**config.mk**
```make
export PLATFORM = sky130hd
export DESIGN_NAME = csa_resolve_adder
export DESIGN_NICKNAME = d
export VERILOG_FILES = /design/src/rtl/csa_resolve_adder.sv
export SDC_FILE = /design/constraint.sdc
export NUM_CORES = 1
export LEC_CHECK = 0
export BUFFER_PORTS_ARGS = -buffer_cell sky130_fd_sc_hd__buf_2
export CORE_MARGIN = 1
export CORE_UTILIZATION = 50
export CTS_CLUSTER_SIZE = 24
export DETAILED_ROUTE_END_ITERATION = 7
export PLACE_DENSITY = 0.82
export SLEW_MARGIN = 20
export SYNTH_ARGS = -nofsm -noshare
export SYNTH_HDL_FRONTEND = slang
export SYNTH_SLANG_ARGS = --single-unit
```
**constraint.sdc**
```tcl
create_clock -name clk_i -period 2.4 [get_ports clk_i]
set_input_delay 0.48 -clock clk_i [delete_from_list [all_inputs] [get_ports clk_i]]
set_output_delay 0.48 -clock clk_i [all_outputs]
set_load 0.02 [all_outputs]
```
**src/rtl/csa_resolve_adder.sv**
```systemverilog
// rtl/csa_resolve_adder.sv - two-stage carry-propagate resolver for 4:2 compressor sum/carry vectors
module csa_resolve_adder #(
    parameter int WIDTH     = 48,
    parameter int TAG_WIDTH = 4
) (
    input  logic                 clk_i,
    input  logic                 rst_ni,
    input  logic                 flush_i,
    input  logic                 in_valid_i,
    output logic                 in_ready_o,
    input  logic [WIDTH-1:0]     sum_i,
    input  logic [WIDTH-1:0]     carry_i,
    input  logic                 cin_i,
    input  logic [TAG_WIDTH-1:0] tag_i,
    output logic                 out_valid_o,
    input  logic                 out_ready_i,
    output logic [WIDTH-1:0]     res_o,
    output logic                 cout_o,
    output logic [TAG_WIDTH-1:0] tag_o
);
    localparam int LO = WIDTH / 2;
    localparam int HI = WIDTH - LO;

    logic                 s1_valid;
    logic [LO-1:0]        s1_lo;
    logic                 s1_clo;
    logic [HI-1:0]        s1_sum_hi;
    logic [HI:0]          s1_carry_hi;
    logic [TAG_WIDTH-1:0] s1_tag;

    logic        s2_accept;
    logic        s1_advance;
    logic        in_accept;
    logic [LO:0] lo_total;
    logic [HI:0] hi_total;

    assign s2_accept  = !out_valid_o || out_ready_i;
    assign s1_advance = s1_valid && s2_accept;
    assign in_ready_o = !s1_valid || s2_accept;
    assign in_accept  = in_valid_i && in_ready_o;

    // carry_i is one bit left of sum_i, so cin fills the vacated LSB slot
    assign lo_total = {1'b0, sum_i[LO-1:0]} + {1'b0, carry_i[LO-2:0], cin_i};
    // bit HI is cout; the final carry (weight 2^(WIDTH+1)) falls off the top
    assign hi_total = {1'b0, s1_sum_hi} + s1_carry_hi + {{HI{1'b0}}, s1_clo};

    always_ff @(posedge clk_i or negedge rst_ni) begin
        if (!rst_ni) begin
            s1_valid    <= 1'b0;
            s1_lo       <= '0;
            s1_clo      <= 1'b0;
            s1_sum_hi   <= '0;
            s1_carry_hi <= '0;
            s1_tag      <= '0;
        end else begin
            if (flush_i) begin
                s1_valid <= 1'b0;
            end else if (in_accept) begin
                s1_valid <= 1'b1;
            end else if (s1_advance) begin
                s1_valid <= 1'b0;
            end
            if (in_accept) begin
                s1_lo       <= lo_total[LO-1:0];
                s1_clo      <= lo_total[LO];
                s1_sum_hi   <= sum_i[WIDTH-1:LO];
                s1_carry_hi <= carry_i[WIDTH-1:LO-1];
                s1_tag      <= tag_i;
            end
        end
    end

    always_ff @(posedge clk_i or negedge rst_ni) begin
        if (!rst_ni) begin
            out_valid_o <= 1'b0;
            res_o       <= '0;
            cout_o      <= 1'b0;
            tag_o       <= '0;
        end else begin
            if (flush_i) begin
                out_valid_o <= 1'b0;
            end else if (s1_advance) begin
                out_valid_o <= 1'b1;
            end else if (s2_accept) begin
                out_valid_o <= 1'b0;
            end
            if (s1_advance) begin
                res_o  <= {hi_total[HI-1:0], s1_lo};
                cout_o <= hi_total[HI];
                tag_o  <= s1_tag;
            end
        end
    end
endmodule

```
==> impl_results.md, run 1 <==
- Largest net degree at the start of global routing: 57
- Dpl cells: about 1200
- Post-DRT Antenna Nets: 0
- Synthesized area per cell: approximately 8.5 sq um
- CTS buffer count: 17
- Psw: between 2 and 3 mW
- Layout Cells excl Fill: 1289
- Share of flip-flops with an asynchronous set or reset: 1.00
- Clock network power share: 0.333
- FF-to-FF path depth: 8
- Int Pwr: 5.30 mW
- CTS tree: done
- Final setup vio count: 12
- Max Clock Skew: 0.00745 ns
- Clk slew on worst S/H paths: 0.06 ns
- Outcome: finished, violations left
- Pins Over Slew Limit: 0
- CP Class: flop to flop
- Area of the multi-input gates: around 4300 sq um
- Post-synth top flop: dfrtp_1
- Die W: approximately 130 microns
- Die area: 15800 sq um
- Worst r2r dst: cout_o
- Hold crit path type: input pin to async pin
- Commonest non-fill, non-tap cell in the layout: nand2_1
- Smallest hold slack: 0.0207 ns
- Vert. Die Dim: 126 microns
- Global-route wire length before repair: roughly 32 mm
- RSZ-0062 raised after global routing: yes
- Area delta synth->final: 27.4%
- Initial core utilization: 0.519
- Sequential share of power: 0.366
- Clock Latency Late Sink: about 0.42 ns
- Clk sinks: approximately 130
- I/O pin total: 161
- Post-Syn Instances: 900
- Detailed Routing Iterations Pass 1: 5
- Avg WL per Cell: between 15 and 20 microns
- Failing checks: negative setup slack
- Fraction of layout cells with a size suffix above 1: 0.260
- R2r setup slk: -0.25 ns
- Leakage: 5.11 nW
- Min cycle time layout: approximately 2.6 ns
- Worst endpoint required time: 2.75 ns
- CTS Root Cell: clkbuf_16
- Layout fillers: 1231
- Core Util, Final: 0.662
- Combinational share of power: 0.301
- PD cells: about 800 nW/um^2
- Least-Margin Pin Slew: about 0.65 ns
- Worst Setup End Kind: flop
- MaxCap Viol Count: 0
- Peak VDD IR: approximately 590 uV
- Final wirelength: a little under 20 mm
- Initial DRC Count: around 460
- Vias in the first global route: 6931
- DR vias: 7102
- Yosys warning count: 0
- Gr ovfl total: 0
- Clk buf depth: 2
- Worst R2R Start: s1_carry_hi[0]
- Htree depth: 4
- PnR worst setup slack: -0.248 ns
- I/O Buffers: 160
- Library cells used by synthesis: 67
- Endpoints failing hold: 0
- CORE AREA: about 15000 sq um
- Post-Syn Area: 7660 sq um
- Register area share after synthesis: 0.434
- Achievable Freq: 0.378 GHz
- Antenna violations before repair: 2
- GR Util All Layers: 0.256
- Final HPWL DP: 14.1 mm
- Number of nets in the final layout: roughly 1200
- CP Launch Type: flop
- EDFF count, synth: 0
- Relative slew slack: 0.568
- Sw Share: 0.336
- Sequential Area: about 3300 sq um
- Flip-flop and latch count after synthesis: around 130
- Final Cycle Share: 1.10
- Gpl congestion: ~0.9
- Critical path fanouts, max: 3
- Drt drc: 0
- Drt via density: 5.51
- Cell row count: 44
- Highest-count cells in the layout ignoring fill and taps: 329 x nand2_1, 159 x buf_2, 133 x dfrtp_1, 47 x buf_4, 45 x ha_1
- Arrival time at the worst endpoint: 3.00 ns
- Syn_nets: 1056
## layer usage
layer  vias up  GRT usage  part of all wire
li1       3509          -                 -
met1      3352      0.322              0.44
met2       210      0.446              0.50
met3        29     0.0510             0.047
met4         2     0.0780             0.015
met5         -          0           0.00066
## cells in the mapped netlist (14+ instances only)
cell type / n / area share
dfrtp_1: 133 / 0.43
nand3_1: 21 / 0.014
nor3_1: 15 / 0.0098
nand2_1: 331 / 0.16
xor2_1: 14 / 0.016
a21oi_1: 49 / 0.032
clkbuf_1: 31 / 0.015
xnor2_1: 14 / 0.016
nor2_1: 22 / 0.011
a21o_1: 32 / 0.031
o21ai_0: 39 / 0.025
ha_1: 47 / 0.077
## cell type report
| cell class | count | share of cell area |
|---|---|---|
| well taps | 184 | 0.0236 |
| clock buffers | 19 | 0.0464 |
| flip-flops and latches | 133 | 0.341 |
| repair buffers | 215 | 0.131 |
| clock inverters | 13 | 0.0160 |
| diodes | 1 | 0.000256 |
| multi-input cells | 717 | 0.439 |
| inverters | 7 | 0.00269 |
## sequential cells by signal, indices dropped and copies added, names as in the netlist
register	count
s1_lo	24
s1_valid	1
s1_clo	1
tag_o	4
s1_sum_hi	24
out_valid_o	1
cout_o	1
s1_tag	4
s1_carry_hi	25
res_o	48
## power groups by stage
stage                     clock (mW)  combinational (mW)  sequential, mW
after detailed placement           0                2.26            2.94
after global routing            2.79                2.64            2.96
after global placement             0                2.21            2.94
after floorplan                    0                1.19            3.18
after CTS                       2.70                2.35            2.91
final                           2.66                2.41            2.92
## worst max-delay path, cell delays in order (launching register included)
cell and delay (ns):
dfrtp_1 0.40, fa_2 0.42, fa_2 0.38, a21o_1 0.20, a221o_1 0.39, a21oi_4 0.21, a21oi_2 0.11, or3_1 0.39
nand3_1 0.08
## how the worst max path moves through the flow
| stage | from | to | slack, ns | cells past startpoint |
|---|---|---|---|---|
| 5_1_grt | s1_carry_hi[0] | cout_o | -0.31 | 8 |
| 4_1_cts | s1_clo | res_o[44] | -0.19 | 8 |
| 2_1_floorplan | s1_carry_hi[0] | res_o[34] | -0.08 | 8 |
| 3_3_place_gp | sum_i[0] | s1_lo[18] | -0.20 | 9 |
| 6_report | s1_carry_hi[0] | cout_o | -0.25 | 8 |
| 3_5_place_dp | sum_i[0] | s1_lo[18] | -0.26 | 10 |
## logic make-up after synthesis
logic type                 synth area share
and+or+nand+nor                       0.236
buffers and inverters                0.0258
adders and majority gates            0.0846
AOI/OAI and AO/OA                     0.185
DFF                                   0.434
xor gates and xnor gates             0.0320
muxes                               0.00278
## stage by stage
stage | cell area (sq um) | setup WS (ns) | power [mW] | setup TNS [ns]
global route | 9760 | -0.306 | 8.40 | -2.86
CTS | 9680 | -0.191 | 7.96 | -1.09
floorplan | 7680 | -0.0780 | 4.37 | -0.164
detailed placement | 8930 | -0.260 | 5.20 | -2.53
finish | 9760 | -0.248 | 7.99 | -1.51
global placement | 8930 | -0.204 | 5.14 | -1.80
## timing repair
| item | in CTS | in global routing |
|---|---|---|
| pin swaps | 23 | 17 |
| resized for setup | 18 | 19 |
| gates cloned | 0 | 0 |
| hold buffers | 0 | 0 |
| buffers inserted | 9 | 2 |
| setup endpoints to repair | 10 | 18 |
Power figures use the tool's default switching activity.
==> run 2: changes to the inputs <==
--- a/config.mk
+++ b/config.mk
@@ -6,12 +6,14 @@
 export NUM_CORES = 1
 export LEC_CHECK = 0
 export BUFFER_PORTS_ARGS = -buffer_cell sky130_fd_sc_hd__buf_2
+export CELL_PAD_IN_SITES_DETAIL_PLACEMENT = 0
+export CELL_PAD_IN_SITES_GLOBAL_PLACEMENT = 1
 export CORE_MARGIN = 1
-export CORE_UTILIZATION = 50
+export CORE_UTILIZATION = 37
 export CTS_CLUSTER_SIZE = 24
 export DETAILED_ROUTE_END_ITERATION = 7
 export PLACE_DENSITY = 0.82
-export SLEW_MARGIN = 20
+export SKIP_LAST_GASP = 1
 export SYNTH_ARGS = -nofsm -noshare
 export SYNTH_HDL_FRONTEND = slang
 export SYNTH_SLANG_ARGS = --single-unit
==> impl_results.md, run 2 (synthesis results as in run 1) <==
- Outcome: finished, violations left (unchanged)
- Failing checks: negative setup slack (unchanged)
- Global-route wire length before repair: 34.2 mm (was 32.3 mm)
- Min cycle time layout: 2.58 ns (was 2.65 ns)
- Max Clock Skew: 0.00830 ns (was 0.00745 ns)
- Fraction of layout cells with a size suffix above 1: 0.256 (was 0.260)
- CP Launch Type: flop (unchanged)
- Antenna violations before repair: 2 (unchanged)
- Commonest non-fill, non-tap cell in the layout: nand2_1 (unchanged)
- Sequential share of power: 0.354 (was 0.366)
- RSZ-0062 raised after global routing: yes (unchanged)
- Relative slew slack: 0.675 (was 0.568)
- Worst R2R Start: s1_clo (was s1_carry_hi[0])
- Initial core utilization: 0.378 (was 0.519)
- Die W: 146 microns (was 126 microns)
- Top reg by flops: res_o (unchanged)
- Buf/Inv on CP: 0 (unchanged)
- Vias in the first global route: 6827 (was 6931)
- Combinational share of power: 0.287 (was 0.301)
- Least-Margin Pin Slew: 0.487 ns (was 0.645 ns)
- Achievable Freq: 0.388 GHz (was 0.378 GHz)
- Hold crit path type: input pin to flop (was input pin to async pin)
- CORE AREA: 20300 sq um (was 14800 sq um)
- Layout fillers: 2019 (was 1231)
- Arrival time at the worst endpoint: 2.91 ns (was 3.00 ns)
- Final setup vio count: 12 (unchanged)
- Layout Cells excl Fill: 1378 (was 1289)
- Worst endpoint required time: 2.73 ns (was 2.75 ns)
- Area delta synth->final: 29.2% (was 27.4%)
- Drt drc: 0 (unchanged)
- PD cells: 832 nW/um^2 (was 818 nW/um^2)
- Vert. Die Dim: 146 microns (was 126 microns)
- Dpl cells: 1338 (was 1246)
- Final wirelength: 20.6 mm (was 19.8 mm)
- Endpoints failing hold: 0 (unchanged)
- Highest-count cells in the layout ignoring fill and taps: 329 x nand2_1, 159 x buf_2, 133 x dfrtp_1, 52 x buf_4, 46 x ha_1 (was 329 x nand2_1, 159 x buf_2, 133 x dfrtp_1, 47 x buf_4, 45 x ha_1)
- CP max stage delay: 0.43 ns (was 0.42 ns)
- Detailed Routing Iterations Pass 1: 7 (was 5)
- FF-to-FF path depth: 8 (unchanged)
- Clk buf depth: 2 (unchanged)
- Worst r2r dst: res_o[44] (was cout_o)
- PnR worst setup slack: -0.180 ns (was -0.248 ns)
- Cell row count: 52 (was 44)
- Clock network power share: 0.360 (was 0.333)
- Post-DRT Antenna Nets: 0 (unchanged)
- Number of nets in the final layout: 1250 (was 1247)
- Critical path fanouts, max: 4 (was 3)
- Final HPWL DP: 15.2 mm (was 14.1 mm)
- CTS Root Cell: clkbuf_16 (unchanged)
- Drt via density: 5.06 (was 5.51)
- Max reg flops: 48 (unchanged)
- Final Cycle Share: 1.08 (was 1.10)
- Gpl congestion: 0.877 (was 0.896)
- Clock Latency Late Sink: 0.42 ns (about the same)
- Clk slew on worst S/H paths: 0.06 ns (about the same)
- Worst hold path startpoint: flush_i
- Delay-heaviest family, CP: compound AO/OA/AOI/OAI gates (unchanged)
- Leakage: 5.14 nW (was 5.11 nW)
- Top flop regs: res_o x48, s1_carry_hi x25 (unchanged)
- R2r setup slk: -0.18 ns (was -0.25 ns)
- Die area: 21300 sq um (was 15800 sq um)
- Initial DRC Count: 351 (was 459)
- CTS tree: done (unchanged)
- Clk sinks: 133 (unchanged)
- DR vias: 6967 (was 7102)
- Avg WL per Cell: 14.9 microns (was 15.3 microns)
- Core Util, Final: 0.488 (was 0.662)
- Peak VDD IR: 482 uV (was 592 uV)
- Critical Path Most Common Cell: fa_2 (unchanged)
- CP cell instances: fa_2 -> fa_2 -> a21o_1 -> a221o_1 -> a21oi_4 -> a211oi_2 -> o21a_1 -> o31ai_1 (was fa_2 -> fa_2 -> a21o_1 -> a221o_1 -> a21oi_4 -> a21oi_2 -> or3_1 -> nand3_1)
- Setup_tns: -1.37 ns (was -1.51 ns)
- Worst Setup End Kind: flop (unchanged)
- Psw: 2.66 mW (was 2.68 mW)
- Largest net degree at the start of global routing: 64 (was 57)
- CP max stage cell: fa_2 (unchanged)
- CP Class: flop to flop (unchanged)
- Hold Path Cell Cnt: 2
- Gr ovfl total: 0 (unchanged)
- Pwr Total: 8.24 mW (was 7.99 mW)
- MaxCap Viol Count: 0 (unchanged)
- CTS buffer count: 17 (unchanged)
- I/O Buffers: 160 (unchanged)
- I/O pin total: 161 (unchanged)
- Int Pwr: 5.58 mW (was 5.30 mW)
- Pins Over Slew Limit: 0 (unchanged)
- Sw Share: 0.323 (was 0.336)
- GR Util All Layers: 0.203 (was 0.256)
- Hold Path End: out_valid_o
- Htree depth: 4 (unchanged)
==> run 2: layout make-up <==
type	instances	area, sq um	share of cell area
Antenna cell	1	2.50	0.000253
Tap cell	270	338	0.0341
Clock buffer	18	439	0.0444
Multi-Input combinational cell	717	4240	0.428
Sequential cell	133	3330	0.336
Clock inverter	14	231	0.0234
Inverter	7	26.3	0.00265
Timing Repair Buffer	218	1300	0.131
==> run 2: worst max-delay path by stage <==
stage | slack, ns | cells past startpoint | to | from
floorplan | -0.08 | 8 | res_o[34] | s1_carry_hi[0]
global placement | -0.18 | 9 | s1_lo[18] | sum_i[0]
detailed placement | -0.23 | 8 | res_o[44] | s1_carry_hi[0]
CTS | -0.23 | 8 | res_o[44] | s1_clo
global route | -0.26 | 8 | res_o[44] | s1_clo
finish | -0.18 | 8 | res_o[44] | s1_clo
==> run 2: worst register-to-register path, cell delays in order, from the launching register on <==
cell and delay, ns:
dfrtp_1 0.40, fa_2 0.43, fa_2 0.36, a21o_1 0.20
a221o_1 0.37, a21oi_4 0.23, a211oi_2 0.13, o21a_1 0.20
o31ai_1 0.17
==> run 2: per-stage QoR <==
step | setup WS (ns) | hold slack (ns) | instance area [sq um]
floorplan | -0.0780 | 0.184 | 7680
global placement | -0.185 | 0.441 | 9100
detailed placement | -0.229 | 0.444 | 9100
CTS | -0.226 | 0.203 | 9850
global route | -0.259 | 0.205 | 9900
finish | -0.180 | 0.214 | 9900
==> run 2: what timing repair did <==
action,in CTS,in global routing
gates resized for setup,12,9
hold endpoints to repair,25,0
buffers inserted,3,3
pin swaps,14,7
hold buffers,1,0
setup endpoints to repair,11,12
==> run 2: per-layer routing <==
layer  up-vias  share of wire  track usage
li1       3515              -            -
met1      3244           0.46        0.263
met2       176           0.48        0.332
met3        30          0.049       0.0483
met4         2          0.016       0.0637
met5         -        0.00044            0
==> run 2: power by group through the flow <==
stage	logic, mW	clock network (mW)	registers [mW]
2_1_floorplan	1.19	0	3.18
3_3_place_gp	2.28	0	2.94
3_5_place_dp	2.31	0	2.94
4_1_cts	2.35	3.02	2.92
5_1_grt	2.62	3.14	2.96
6_report	2.36	2.96	2.91
==> run 3: changes to the inputs <==
--- a/config.mk
+++ b/config.mk
@@ -5,14 +5,14 @@
 export SDC_FILE = /design/constraint.sdc
 export NUM_CORES = 1
 export LEC_CHECK = 0
-export BUFFER_PORTS_ARGS = -buffer_cell sky130_fd_sc_hd__buf_2
 export CELL_PAD_IN_SITES_DETAIL_PLACEMENT = 0
 export CELL_PAD_IN_SITES_GLOBAL_PLACEMENT = 1
 export CORE_MARGIN = 1
-export CORE_UTILIZATION = 37
+export CORE_UTILIZATION = 43
 export CTS_CLUSTER_SIZE = 24
 export DETAILED_ROUTE_END_ITERATION = 7
-export PLACE_DENSITY = 0.82
+export DONT_BUFFER_PORTS = 1
+export PLACE_DENSITY_LB_ADDON = 0.05
 export SKIP_LAST_GASP = 1
 export SYNTH_ARGS = -nofsm -noshare
 export SYNTH_HDL_FRONTEND = slang
==> impl_results.md, run 3 (synthesis results as in run 1) <==
- Outcome: finished, violations left (unchanged)
- Failing checks: negative hold slack, negative setup slack (was negative setup slack)
- Worst endpoint required time: 2.72 ns (was 2.73 ns)
- Least-Margin Pin Slew: 0.526 ns (was 0.487 ns)
- Highest-count cells in the layout ignoring fill and taps: 329 x nand2_1, 133 x dfrtp_1, 47 x ha_1, 44 x a21oi_1, 44 x buf_4 (was 329 x nand2_1, 159 x buf_2, 133 x dfrtp_1, 52 x buf_4, 46 x ha_1)
- I/O Buffers: 0 (was 160)
- Vert. Die Dim: 136 microns (was 146 microns)
- Arrival time at the worst endpoint: 2.88 ns (was 2.91 ns)
- Top flop regs: res_o x48, s1_carry_hi x25 (unchanged)
- Final HPWL DP: 14.5 mm (was 15.2 mm)
- Clk buf depth: 2 (unchanged)
- Combinational share of power: 0.215 (was 0.287)
- Avg WL per Cell: 16.8 microns (was 14.9 microns)
- PnR worst setup slack: -0.153 ns (was -0.180 ns)
- Relative slew slack: 0.649 (was 0.675)
- Die W: 136 microns (was 146 microns)
- Detailed Routing Iterations Pass 1: 5 (was 7)
- Sequential Area: 3330 sq um (unchanged)
- Psw: 2.57 mW (was 2.66 mW)
- Largest net degree at the start of global routing: 134 (was 64)
- Pwr Total: 7.59 mW (was 8.24 mW)
- Post-DRT Antenna Nets: 0 (unchanged)
- Top reg by flops: res_o (unchanged)
- Global-route wire length before repair: 32.0 mm (was 34.2 mm)
- Final setup vio count: 11 (was 12)
- Achievable Freq: 0.392 GHz (was 0.388 GHz)
- Core Util, Final: 0.509 (was 0.488)
- CP Class: flop to flop (unchanged)
- CTS buffer count: 17 (unchanged)
- Number of nets in the final layout: 1077 (was 1250)
- Clk sinks: 133 (unchanged)
- RSZ-0062 raised after global routing: yes (unchanged)
- Uppermost layer routed: met4 (was met5)
- Int Pwr: 5.03 mW (was 5.58 mW)
- Worst Setup End Kind: flop (unchanged)
- Clk slew on worst S/H paths: 0.06 ns (about the same)
- CTS tree: done (unchanged)
- Commonest non-fill, non-tap cell in the layout: nand2_1 (unchanged)
- Dpl cells: 1119 (was 1338)
- Clock Latency Late Sink: 0.42 ns (about the same)
- CORE AREA: 17400 sq um (was 20300 sq um)
- DR vias: 6297 (was 6967)
- Htree depth: 4 (unchanged)
- Initial DRC Count: 296 (was 351)
- Setup_tns: -0.988 ns (was -1.37 ns)
- Fraction of layout cells with a size suffix above 1: 0.118 (was 0.256)
- Antenna violations before repair: 0 (was 2)
- ANT cells: 0 (was 1)
- Endpoints failing hold: 133 (was 0)
- Smallest hold slack: -0.247 ns (was 0.214 ns)
- Met2 Routed Length: 9.63 mm (was 9.86 mm)
- Gr ovfl total: 0 (unchanged)
- Drt via density: 5.43 (was 5.06)
- Max Clock Skew: 0.00806 ns (was 0.00830 ns)
- Peak VDD IR: 484 uV (was 482 uV)
- Met3 wire length: 857 microns (was 1.00 mm)
- Gpl congestion: 0.919 (was 0.877)
- Drt drc: 0 (unchanged)
- Die area: 18400 sq um (was 21300 sq um)
- MaxCap Viol Count: 0 (unchanged)
- Sequential share of power: 0.430 (was 0.354)
- Initial core utilization: 0.442 (was 0.378)
- Sw Share: 0.338 (was 0.323)
- PD cells: 860 nW/um^2 (was 832 nW/um^2)
- I/O pin total: 161 (unchanged)
- Hold crit path type: input pin to async pin (was input pin to flop)
- Area delta synth->final: 15.2% (was 29.2%)
- Pins Over Slew Limit: 0 (unchanged)
- Max reg flops: 48 (unchanged)
- WL met1: 8.62 mm (was 9.36 mm)
- CTS Root Cell: clkbuf_16 (unchanged)
- CP Launch Type: flop (unchanged)
- Min cycle time layout: 2.55 ns (was 2.58 ns)
- Leakage: 4.38 nW (was 5.14 nW)
- Critical path fanouts, max: 4 (unchanged)
- Layout fillers: 1665 (was 2019)
- Vias in the first global route: 6393 (was 6827)
- Layout Cells excl Fill: 1159 (was 1378)
- Cell row count: 48 (was 52)
- Area of the multi-input gates: 4240 sq um (unchanged)
- Clock network power share: 0.355 (was 0.360)
- Final Cycle Share: 1.06 (was 1.08)
- GR Util All Layers: 0.224 (was 0.203)
- Final wirelength: 19.5 mm (was 20.6 mm)
==> run 3: worst max-delay path, cell delays in order (launching register included) <==
cell	delay, ns
dfrtp_1	0.40
fa_2	0.42
fa_2	0.35
a21o_1	0.18
a221o_1	0.39
a21oi_4	0.22
a211oi_2	0.13
o21a_1	0.20
o31ai_1	0.18
==> run 3: metrics by stage <==
step	setup slack [ns]	area [sq um]	hold slack, ns
after CTS	-0.169	8770	-0.262
final	-0.153	8830	-0.247
after floorplan	-0.0780	7680	0.184
after detailed placement	-0.228	8080	0.188
after global placement	-0.226	8080	0.188
after global routing	-0.249	8830	-0.260
==> run 3: power by group through the flow <==
stage	clock (mW)	sequential, mW	combinational, mW
finish	2.70	3.26	1.63
global route	2.85	3.31	1.85
CTS	2.76	3.27	1.61
detailed placement	0	3.31	1.57
global placement	0	3.30	1.54
floorplan	0	3.18	1.19
==> run 3: final cells by class <==
cell class                      instances  area share
Sequential cell                       133       0.377
Clock buffer                           18      0.0497
Clock inverter                         14      0.0198
Inverter                                7     0.00298
Timing Repair Buffer                   45      0.0387
Tap cell                              225      0.0319
Multi-Input combinational cell        717       0.480
==> run 3: path summary, 6_finish.rpt <==
check                                     from  slack (ns)  depth (start not counted)         endpoint
max in group asynchronous               rst_ni        2.45                          0  s1_carry_hi[20]
worst min register to register        s1_lo[8]        0.46                          2         res_o[8]
worst max-delay path            s1_carry_hi[0]       -0.15                          8        res_o[44]
worst min-delay path                    rst_ni       -0.25                          0   s1_carry_hi[7]
min in group clk_i                     flush_i        0.11                          1         s1_valid
worst max register to register  s1_carry_hi[0]       -0.15                          8        res_o[44]
==> run 3: routing by layer <==
| metal | up-vias | GRT usage |
|---|---|---|
| met1 | 2964 | 0.277 |
| met3 | 26 | 0.0434 |
| met4 | 0 | 0.0787 |
| met2 | 147 | 0.387 |
| li1 | 3160 | - |
| met5 | - | 0 |
==> run 3: timing repair <==
action	CTS	global route
resized for setup	9	11
setup endpoints to repair	12	14
endpoints found under the hold margin	133	133
setup buffers	5	3
pin swaps	15	14
